`config.mk`:
```
export PLATFORM = sky130hd
export DESIGN_NAME = dcache_controller
export DESIGN_NICKNAME = d
export VERILOG_FILES = /design/src/rtl/dcache_controller_pkg.sv /design/src/rtl/dcache_controller.sv
export SDC_FILE = /design/constraint.sdc
export NUM_CORES = 1
export LEC_CHECK = 0
export BUFFER_PORTS_ARGS = -buffer_cell sky130_fd_sc_hd__buf_2
export CELL_PAD_IN_SITES_DETAIL_PLACEMENT = 1
export CELL_PAD_IN_SITES_GLOBAL_PLACEMENT = 2
export CORE_UTILIZATION = 19
export DETAILED_ROUTE_END_ITERATION = 10
export PLACE_DENSITY_LB_ADDON = 0.08
export SLEW_MARGIN = 20
export SYNTH_ARGS = -nofsm -noshare
export SYNTH_HDL_FRONTEND = slang
export SYNTH_SLANG_ARGS = --single-unit
```
`constraint.sdc`:
```
create_clock -name clk -period 3.3 [get_ports clk]
set_input_delay 0.66 -clock clk [delete_from_list [all_inputs] [get_ports clk]]
set_output_delay 0.66 -clock clk [all_outputs]
set_load 0.02 [all_outputs]
```
`src/rtl/dcache_controller_pkg.sv`:
```
// rtl/dcache_controller_pkg.sv - shared types for the L1 data cache control path
package dcache_controller_pkg;

  typedef enum logic [1:0] {
    LOAD    = 2'd0,
    STORE   = 2'd1,
    CLFLUSH = 2'd2
  } memory_operation_e;

  typedef enum logic [1:0] {
    IDLE      = 2'd0,
    WRITEBACK = 2'd1,
    REFILL    = 2'd2
  } dcache_state_e;

endpackage

```
`src/rtl/dcache_controller.sv`:
```
// rtl/dcache_controller.sv - hit/miss resolution, dirty-line writeback and line refill sequencing
// for a direct-mapped write-back write-allocate L1 data cache.
module dcache_controller
  import dcache_controller_pkg::*;
#(
  parameter int LINE_SIZE  = 32,
  parameter int CACHE_SIZE = 1024,
  parameter int XLEN       = 32
) (
  input  logic              clk,
  input  logic              reset,
  input  logic              pipe_req_valid,
  input  memory_operation_e pipe_req_type,
  output logic              pipe_req_fulfilled,
  output logic              l2_req_valid,
  output memory_operation_e l2_req_type,
  input  logic              l2_req_fulfilled,
  input  logic              valid_block_match,
  input  logic              valid_dirty_bit,
  input  logic              counter_done,
  output logic              flush_mode,
  output logic              load_mode,
  output logic              perform_write,
  output logic              set_selected_dirty_bit,
  output logic              clear_selected_dirty_bit,
  output logic              clear_selected_valid_bit,
  output logic              finish_new_line_install,
  output logic              set_new_l2_block_address,
  output logic              use_dirty_tag_for_l2_block_address,
  output logic              reset_counter,
  output logic              decrement_counter
);

  if (XLEN != 32) begin : g_xlen_check
    $error("dcache_controller: XLEN must be 32");
  end
  if (LINE_SIZE < 8 || (LINE_SIZE & (LINE_SIZE - 1)) != 0) begin : g_line_check
    $error("dcache_controller: LINE_SIZE must be a power of two >= 8");
  end
  if (CACHE_SIZE < LINE_SIZE || (CACHE_SIZE % LINE_SIZE) != 0) begin : g_size_check
    $error("dcache_controller: CACHE_SIZE must be a multiple of LINE_SIZE");
  end

  dcache_state_e state;
  dcache_state_e state_next;
  logic          start_miss;

  always_ff @(posedge clk) begin
    if (reset) begin
      state <= IDLE;
    end else begin
      state <= state_next;
    end
  end

  always_comb begin
    state_next                         = state;
    start_miss                         = 1'b0;
    pipe_req_fulfilled                 = 1'b0;
    l2_req_valid                       = 1'b0;
    l2_req_type                        = LOAD;
    flush_mode                         = 1'b0;
    load_mode                          = 1'b0;
    perform_write                      = 1'b0;
    set_selected_dirty_bit             = 1'b0;
    clear_selected_dirty_bit           = 1'b0;
    clear_selected_valid_bit           = 1'b0;
    finish_new_line_install            = 1'b0;
    set_new_l2_block_address           = 1'b0;
    use_dirty_tag_for_l2_block_address = 1'b0;
    reset_counter                      = 1'b0;
    decrement_counter                  = 1'b0;

    // Outputs are forced quiet during the reset cycle whatever the current state.
    if (!reset) begin
      case (state)
        IDLE: begin
          if (pipe_req_valid) begin
            case (pipe_req_type)
              LOAD: begin
                if (valid_block_match) pipe_req_fulfilled = 1'b1;
                else start_miss = 1'b1;
              end
              STORE: begin
                if (valid_block_match) begin
                  perform_write          = 1'b1;
                  set_selected_dirty_bit = 1'b1;
                  pipe_req_fulfilled     = 1'b1;
                end else begin
                  start_miss = 1'b1;
                end
              end
              CLFLUSH: begin
                if (valid_block_match && valid_dirty_bit) begin
                  start_miss = 1'b1;
                end else begin
                  clear_selected_valid_bit = valid_block_match;
                  pipe_req_fulfilled       = 1'b1;
                end
              end
              default: ;
            endcase
          end

          // A dirty victim is written back under its own tag before any refill.
          if (start_miss) begin
            set_new_l2_block_address = 1'b1;
            reset_counter            = 1'b1;
            if (valid_dirty_bit) begin
              use_dirty_tag_for_l2_block_address = 1'b1;
              state_next                         = WRITEBACK;
            end else begin
              clear_selected_valid_bit = 1'b1;
              state_next               = REFILL;
            end
          end
        end

        WRITEBACK: begin
          flush_mode   = 1'b1;
          l2_req_valid = 1'b1;
          l2_req_type  = STORE;
          if (l2_req_fulfilled) begin
            if (!counter_done) begin
              decrement_counter = 1'b1;
            end else begin
              clear_selected_dirty_bit = 1'b1;
              clear_selected_valid_bit = 1'b1;
              if (pipe_req_type == CLFLUSH) begin
                pipe_req_fulfilled = 1'b1;
                state_next         = IDLE;
              end else begin
                set_new_l2_block_address = 1'b1;
                reset_counter            = 1'b1;
                state_next               = REFILL;
              end
            end
          end
        end

        REFILL: begin
          load_mode    = 1'b1;
          l2_req_valid = 1'b1;
          l2_req_type  = LOAD;
          if (l2_req_fulfilled) begin
            perform_write = 1'b1;
            if (!counter_done) begin
              decrement_counter = 1'b1;
            end else begin
              // The request re-resolves as a hit from IDLE on the following cycle.
              finish_new_line_install = 1'b1;
              state_next              = IDLE;
            end
          end
        end

        default: state_next = IDLE;
      endcase
    end
  end

  property p_request_held;
    @(posedge clk) disable iff (reset)
      (state != IDLE) |-> (pipe_req_valid && $stable(pipe_req_type));
  endproperty
  a_request_held: assert property (p_request_held);

endmodule

```
==> impl_metrics.ini, run 1 <==
[status]
status = completed

[hold_path]
hold_path.class = flop to flop
holdPathStages = 2
hold_start = state[0]
hold_end = state[0]

[routing]
wl_per_cell_um = 12.8
drt_pre_antenna_iters = 5
drt_iter0_markers = 5
route.detailed.drc = 0
dr_total_vias = 415
top_layer_used = met4
ant_nets = 0
met1_length_um = 495
routed_wl_mm = 1.09
dr_wl_met2_um = 520
via_per_inst = 4.88
wl_met3_um = 59

[critical_path]
endpoint_kind = output pin
worstSetupStartpointType = primary input
cp_max_fo = 5
worstPathRequired_ns = 2.64
regToRegEndpoint = state[1]
worstPathCellList = buf_2 > and2b_2 > a21oi_1 > or3_1 > a21oi_1 > buf_2
arrival_ns = 1.72
path_class = primary input to output pin
reg2reg_depth = 6
cp_slowest_stage_delay_ns = 0.31
critical_path.slowest_cell = or3_1
r2r_slack_ns = 1.71
timing.rr.start = state[0]

[floorplan]
rows = 14
dieArea_sq_mm = 0.00194
die_w_um = 44.0
fp.dieH_um = 44.0
core_sq_mm = 0.00158
start_util_pct = 21.3
io_pins = 24

[flow_run]
drv_cap = 0

[final_layout]
n_antenna_cell = 0
largest_reg_flops = 2
multi_input_area_sq_um = 254
final_nets = 83
seqCellArea_sq_um = 40.0
drive_gt1_share_pct = 42.0
fin_area_sq_um = 462
fillers = 224
regMostFlops = state
top_regs = state (2)
syn_to_final_growth_pct = 37.7

[placement]
hpwl_um = 834
gp_congestion = 0.728
io_buffer_count = 22
place_area_sq_um = 439

[cts]
cts_tree = done
insertion_delay_ns = 0.23
ctsHoldBuffers = 0
post_cts_resize_count = 0
cts_setup_buffers = 0
path_clk_slew_ns = 0.03
htreeDepth = 1
cts_root_buf = clkbuf_4
cts_buffers = 3
clockBufferDepth = 2
cts_sinks = 2

[power]
pwr-share-clk_pct = 38.0
power_density_mw_per_mm2 = 312
switching_share_pct = 37.2
p_seq_share_pct = 19.1
switchingPower_uw = 53.6
irDropWorstVdd_mv = 0.0901
static-leakage-power_nw = 0.260
comb_power_share_pct = 42.9
intPower_uw = 90.3

[global_routing]
grt_first_pass_wirelength_mm = 1.76
grt_pass1_vias = 395
antenna_found_initial = 0
grt_max_degree = 14
gr-total-overflow = 0
grt_use_total_pct = 12.5

[logic_synthesis]
syn-cell-area_sq_um = 335
yosysSeqAreaShare_pct = 11.9
synth_seq_cells = 2
syn-instance-count = 48
synth_cell_types = 29
synth_fp_nets = 60
yosysWarnings = 0
syn_avg_cell_area_sq_um = 6.99

[sta]
worst_clock_skew_ns = 0.00502
tns_ns = 0
finalCritPeriodShare_pct = 72.3
min_period_ns = 2.38
rsz0062_at_grt = false
max_freq_ghz = 0.419
slew_violations = 0
final-setup-viol-count = 0
hold_violations = 0
==> kinds of logic (layout without fill, tap and decap cells) <==
logic type      after synthesis  after routing  synth area share (%)
buf+inv                       8             29                  12.3
flops                         2              2                  11.9
fa+ha+maj                     3              3                  11.2
other cells                   1              1                  1.12
mux                           1              1                  3.36
simple gates                 20             20                  33.6
compound gates               13             13                  26.5
==> layout make-up <==
| cell class | instances | area share [%] |
|---|---|---|
| tap | 16 | 4.34 |
| clock buffer | 3 | 4.88 |
| inverter | 4 | 3.25 |
| timing repair buffer | 22 | 23.8 |
| multi-input combinational | 38 | 55.0 |
| sequential | 2 | 8.67 |
==> power by group through the flow <==
stage               registers [mW]  clock network (mW)  logic (mW)
finish                      0.0275              0.0547      0.0617
global route                0.0279              0.0595      0.0689
CTS                         0.0276              0.0579      0.0627
detailed placement          0.0279                   0      0.0617
global placement            0.0278                   0      0.0625
floorplan                   0.0276                   0      0.0424
==> cell usage in the layout (no fill, tap or decap), types with 2 or more instances in the layout <==
master     n
clkbuf_4   3
ha_1       3
dfxtp_1    2
inv_1      4
a21oi_1    4
nand2_1    3
buf_2     22
nor2b_1    3
nor2_1     5
==> cells in the mapped netlist (all sizes together) <==
library cell | number | area share (%)
or3 | 1 | 1.9
nand2 | 3 | 3.4
mux2 | 1 | 3.4
a21o | 2 | 4.9
o21ai | 1 | 1.5
conb | 1 | 1.1
and3 | 1 | 1.9
nor2b | 3 | 5.6
dfxtp | 2 | 12
o22a | 1 | 3.0
nor4b | 1 | 2.6
buf | 3 | 6.7
clkbuf | 1 | 1.1
o31ai | 1 | 2.2
or4 | 1 | 2.2
nand4 | 1 | 1.9
nor2 | 5 | 5.6
a211o | 1 | 2.6
o2bb2ai | 1 | 2.6
a21oi | 4 | 6.0
o22ai | 1 | 1.9
a31oi | 1 | 1.9
inv | 4 | 4.5
and2b | 1 | 2.6
nand3 | 1 | 1.5
nor4 | 1 | 1.9
and3b | 1 | 2.6
ha | 3 | 11
==> worst max-delay path: cells and delay by family <==
kind | cells | cell delay, ns
buffers and inverters | 2 | 0.28
AND/OR/NAND/NOR | 2 | 0.56
AO/OA/AOI/OAI | 2 | 0.23
==> metal layers <==
metal / vias to the layer above / global-route usage, %
li1: 210 / -
met1: 186 / 15.3
met2: 17 / 19.4
met3: 2 / 2.45
met4: 0 / 9.09
met5: - / 0
==> how the worst max path moves through the flow <==
| stage | from | to | slack, ns | cells past startpoint |
|---|---|---|---|---|
| after floorplan | reset | perform_write | 0.75 | 3 |
| after global placement | pipe_req_type[0] | clear_selected_valid_bit | 0.93 | 6 |
| after detailed placement | pipe_req_type[0] | clear_selected_valid_bit | 0.92 | 6 |
| after CTS | state[0] | clear_selected_valid_bit | 0.91 | 6 |
| after global routing | state[0] | perform_write | 0.77 | 6 |
| final | pipe_req_type[0] | clear_selected_valid_bit | 0.92 | 6 |
==> through the flow <==
step	total power [mW]	hold WS [ns]	worst slack, ns	util, %	cells
CTS	0.148	0.568	0.909	29.3	85
floorplan	0.0700	0.496	0.751	-	48
global route	0.156	0.604	0.769	29.3	85
finish	0.144	0.562	0.915	29.3	85
detailed placement	0.0896	0.562	0.918	27.9	82
global placement	0.0903	0.552	0.931	27.9	82
Note: power is estimated with default switching activity, not from simulation.
==> inputs of run 2 (changes only) <==
--- a/config.mk
+++ b/config.mk
@@ -8,7 +8,7 @@
 export BUFFER_PORTS_ARGS = -buffer_cell sky130_fd_sc_hd__buf_2
 export CELL_PAD_IN_SITES_DETAIL_PLACEMENT = 1
 export CELL_PAD_IN_SITES_GLOBAL_PLACEMENT = 2
-export CORE_UTILIZATION = 19
+export CORE_UTILIZATION = 18
 export DETAILED_ROUTE_END_ITERATION = 10
 export PLACE_DENSITY_LB_ADDON = 0.08
 export SLEW_MARGIN = 20
==> constraint.sdc (replaced) <==
create_clock -name clk -period 2.5 [get_ports clk]
set_input_delay 0.5 -clock clk [delete_from_list [all_inputs] [get_ports clk]]
set_output_delay 0.5 -clock clk [all_outputs]
set_load 0.02 [all_outputs]
==> run 2 against run 1 <==
- sequential share of layout area down 0.21 points
- non-clock buffer count unchanged
- cell count up 11%
- total power up 31%
- core utilization down 2.2 points
- setup slack worse by 0.61 ns
- critical path depth unchanged
- largest power group unchanged
==> impl_metrics.ini, run 2 (synthesized netlist as in run 1, its figures left out) <==
[cts]
cts_sinks = 2
cts_root_buf = clkbuf_4
htreeDepth = 1
clockBufferDepth = 2
cts_buffers = 3
ctsHoldBuffers = 0
cts_tree = done
cts_setup_buffers = 0
path_clk_slew_ns = 0.03
insertion_delay_ns = 0.22
post_cts_resize_count = 0

[routing]
drt_pre_antenna_iters = 2
dr_total_vias = 414
route.detailed.drc = 0
via_per_inst = 4.40
drt_iter0_markers = 4
routed_wl_mm = 1.03
wl_per_cell_um = 11.0
ant_nets = 0

[critical_path]
arrival_ns = 1.69
r2r_slack_ns = 0.91
regToRegEndpoint = state[1]
cp_slowest_stage_delay_ns = 0.37
worstPathRequired_ns = 2.00
worstSetupStartpointType = flop
path_class = flop to output pin
cp_num_buf_inv = 2
timing.rr.start = state[0]
critical_path.slowest_cell = or3_1
startpoint = state[0]
worstPathCellList = inv_1 > ha_1 > nand2_1 > or3_1 > a21oi_1 > buf_2
reg2reg_depth = 6
critPathTopFamily = simple AND/OR/NAND/NOR gates
cp_max_fo = 5
endpoint_kind = output pin

[sta]
slew_violations = 0
rsz0062_at_grt = false
final-setup-viol-count = 0
min_period_ns = 2.19
tns_ns = 0
worst_clock_skew_ns = 0.00574
layout_setup_ws_ns = 0.309
hold_violations = 0
finalCritPeriodShare_pct = 87.6
max_freq_ghz = 0.456

[hold_path]
hold_path.class = flop to flop
hold_end = state[0]
hold_start = state[0]
holdPathStages = 2

[global_routing]
gr-total-overflow = 0
antenna_found_initial = 0
grt_pass1_vias = 372
grt_max_degree = 14
grt_use_total_pct = 11.3
grt_first_pass_wirelength_mm = 1.66

[final_layout]
largest_reg_flops = 2
final_nets = 83
layout_common_cells = 22 x buf_2, 5 x nor2_1, 4 x inv_1, 4 x a21oi_1
regMostFlops = state
n_antenna_cell = 0
top_regs = state (2)
syn_to_final_growth_pct = 41.0
post-route-util_pct = 27.1
fin_cells = 94
layout_commonest_cell = buf_2
fin_area_sq_um = 473
drive_gt1_share_pct = 42.0

[power]
pwr-share-clk_pct = 37.6
intPower_uw = 119
static-leakage-power_nw = 0.260
p_seq_share_pct = 19.4
switching_share_pct = 36.6
switchingPower_uw = 68.8
comb_power_share_pct = 43.0
irDropWorstVdd_mv = 0.169
power_density_mw_per_mm2 = 397

[placement]
dp.cells = 91
post-place-ws_ns = 0.435
hpwl_um = 805
place_area_sq_um = 450
io_buffer_count = 22
gp_congestion = 0.629

[floorplan]
die_w_um = 45.2
io_pins = 24
core_sq_mm = 0.00175
start_util_pct = 19.2
rows = 15
fp.dieH_um = 45.2
dieArea_sq_mm = 0.00204

[flow_run]
drv_cap = 0

[status]
status = completed
[run 2: cell counts in the layout (fill, tap and decap cells not counted)]
No cell type changed its count.
[run 2: area by class of cell]
class,instances,area (sq um)
tap,25,31.3
multi-input combinational,38,254
sequential,2,40.0
timing repair buffer,22,110
fill,222,1270
inverter,4,15.0
clock buffer,3,22.5
[run 2: worst max path at each step]
stage,to,cells after the start
after floorplan,perform_write,3
after global placement,clear_selected_valid_bit,6
after detailed placement,clear_selected_valid_bit,6
after CTS,clear_selected_valid_bit,6
after global routing,clear_selected_valid_bit,6
final,clear_selected_valid_bit,6
[run 2: tightest hold or removal path: stages, from the launching register on]
cell	delay, ns
dfxtp_1	0.31
inv_1	0.10
o31ai_1	0.08
[run 2: power by group through the flow]
| stage | clock (mW) | sequential (mW) | combinational, mW |
|---|---|---|---|
| floorplan | 0 | 0.0364 | 0.0560 |
| global placement | 0 | 0.0368 | 0.0832 |
| detailed placement | 0 | 0.0368 | 0.0815 |
| CTS | 0.0752 | 0.0365 | 0.0821 |
| global route | 0.0784 | 0.0369 | 0.0905 |
| finish | 0.0706 | 0.0365 | 0.0808 |
[run 2: metrics by stage]
step           power, mW  hold WS, ns
2_1_floorplan     0.0924        0.496
3_3_place_gp       0.120        0.540
3_5_place_dp       0.118        0.542
4_1_cts            0.194        0.545
5_1_grt            0.206        0.585
6_report           0.188        0.547
[run 2: metal layers]
layer | vias to the layer above | GRT usage [%] | part of all wire (%)
li1 | 213 | - | -
met1 | 188 | 14.8 | 52
met2 | 13 | 17.1 | 43
met3 | 0 | 2.80 | 4.8
met4 | 0 | 5.45 | 0
met5 | - | 0 | 0
==> inputs of run 3 (changes only) <==
--- a/config.mk
+++ b/config.mk
@@ -5,11 +5,12 @@
 export SDC_FILE = /design/constraint.sdc
 export NUM_CORES = 1
 export LEC_CHECK = 0
-export BUFFER_PORTS_ARGS = -buffer_cell sky130_fd_sc_hd__buf_2
 export CELL_PAD_IN_SITES_DETAIL_PLACEMENT = 1
 export CELL_PAD_IN_SITES_GLOBAL_PLACEMENT = 2
-export CORE_UTILIZATION = 18
+export CORE_AREA = 2 2 39 41
 export DETAILED_ROUTE_END_ITERATION = 10
+export DIE_AREA = 0 0 41 43
+export DONT_BUFFER_PORTS = 1
 export PLACE_DENSITY_LB_ADDON = 0.08
 export SLEW_MARGIN = 20
 export SYNTH_ARGS = -nofsm -noshare
==> run 3 against run 2 <==
- maximum frequency down 4.3%
- clock power hardly changed
- largest power group is now clock
- setup slack lost 0.099 ns
- largest cell class unchanged
- critical path type unchanged
==> impl_metrics.ini, run 3 (synthesized netlist as in run 1, its figures left out) <==
[critical_path]
worstPathRequired_ns = 2.00
endpoint_kind = output pin
regToRegEndpoint = state[1]
reg2reg_depth = 6
r2r_slack_ns = 0.90
worstSetupStartpointType = flop
cp_max_fo = 5
path_class = flop to output pin
arrival_ns = 1.79
timing.rr.start = state[0]

[routing]
via_per_inst = 5.23
drt_iter0_markers = 1
drt_pre_antenna_iters = 3
dr_total_vias = 361
wl_per_cell_um = 14.1
routed_wl_um = 975
ant_nets = 0
route.detailed.drc = 0

[final_layout]
fin_cells = 69
post-route-util_pct = 28.7
layout_commonest_cell = buf_4
n_antenna_cell = 0
top_regs = state (2)
fillers = 175
fin_area_sq_um = 397
final_nets = 67
regMostFlops = state
largest_reg_flops = 2
syn_to_final_growth_pct = 18.3
drive_gt1_share_pct = 24.5
layout_common_cells = 6 x buf_4, 5 x nor2_1, 4 x inv_1, 4 x a21oi_1

[placement]
hpwl_um = 807
place_area_sq_um = 374
dp.cells = 66
gp_congestion = 0.670
post-place-ws_ns = 0.433
io_buffer_count = 0

[global_routing]
gr-total-overflow = 0
grt_pass1_vias = 396
grt_max_degree = 14
antenna_found_initial = 0
grt_first_pass_wirelength_mm = 1.56
grt_use_total_pct = 13.0

[hold_path]
hold_path.class = primary input to flop
holdPathStages = 1
hold_end = state[0]
hold_start = reset

[sta]
slew_violations = 0
tns_ns = 0
worst_clock_skew_ns = 0.00273
hold-worst-slack_ns = 0.382
layout_setup_ws_ns = 0.211
final-setup-viol-count = 0
hold_violations = 0
rsz0062_at_grt = false
finalCritPeriodShare_pct = 91.6
min_period_ns = 2.29
max_freq_ghz = 0.437

[power]
power_uw = 173
power_density_mw_per_mm2 = 436
irDropWorstVdd_mv = 0.145
static-leakage-power_nw = 0.184

[cts]
post_cts_resize_count = 0
cts_sinks = 2
cts_tree = done
htreeDepth = 1
path_clk_slew_ns = 0.03
ctsHoldBuffers = 0
clockBufferDepth = 2
insertion_delay_ns = 0.22
cts_root_buf = clkbuf_4
cts_buffers = 3
cts_setup_buffers = 0

[floorplan]
rows = 14
fp.dieH_um = 43
start_util_pct = 24.2
die_w_um = 41
dieArea_sq_mm = 0.00176
core_sq_mm = 0.00138
io_pins = 24

[flow_run]
drv_cap = 0

[status]
status = completed
[run 3: changes by cell type in the layout (fill, tap and decap cells not counted), sizes merged]
cell  change
buf      -16
[run 3: worst max-delay path by stage]
stage | to | slack [ns] | startpoint
detailed placement | clear_selected_valid_bit | 0.43 | state[0]
floorplan | perform_write | 0.27 | reset
global route | clear_selected_valid_bit | 0.1 | state[0]
finish | clear_selected_valid_bit | 0.21 | state[0]
global placement | clear_selected_valid_bit | 0.48 | pipe_req_type[0]
CTS | clear_selected_valid_bit | 0.18 | state[0]
[run 3: where the power goes]
| group | internal (mW) | switching, mW | total, mW |
|---|---|---|---|
| clock | 0.0529 | 0.0176 | 0.0705 |
| combinational | 0.0265 | 0.0396 | 0.0661 |
| sequential | 0.0349 | 0.00147 | 0.0364 |
[run 3: critical path: stages (launching register included)]
cell     delay (ns)
dfxtp_1        0.31
inv_1          0.10
ha_1           0.23
nand2_1        0.15
or3_1          0.38
a21oi_1        0.40
[run 3: final cells by class]
class	instances	area (sq um)	share of cell area (%)
Clock buffer	3	22.5	5.68
Tap cell	16	20.0	5.05
Multi-Input combinational cell	38	254	64.0
Sequential cell	2	40.0	10.1
Timing Repair Buffer	6	45.0	11.4
Inverter	4	15.0	3.79
[run 3: per-layer routing]
metal	wire (um)	share of wire (%)	track usage, %	vias to the layer above
li1	-	-	-	177
met1	412	42	15.0	170
met2	492	50	19.1	14
met3	70	7.2	6.81	0
met4	0	0	6.00	0
met5	0	0	0	-
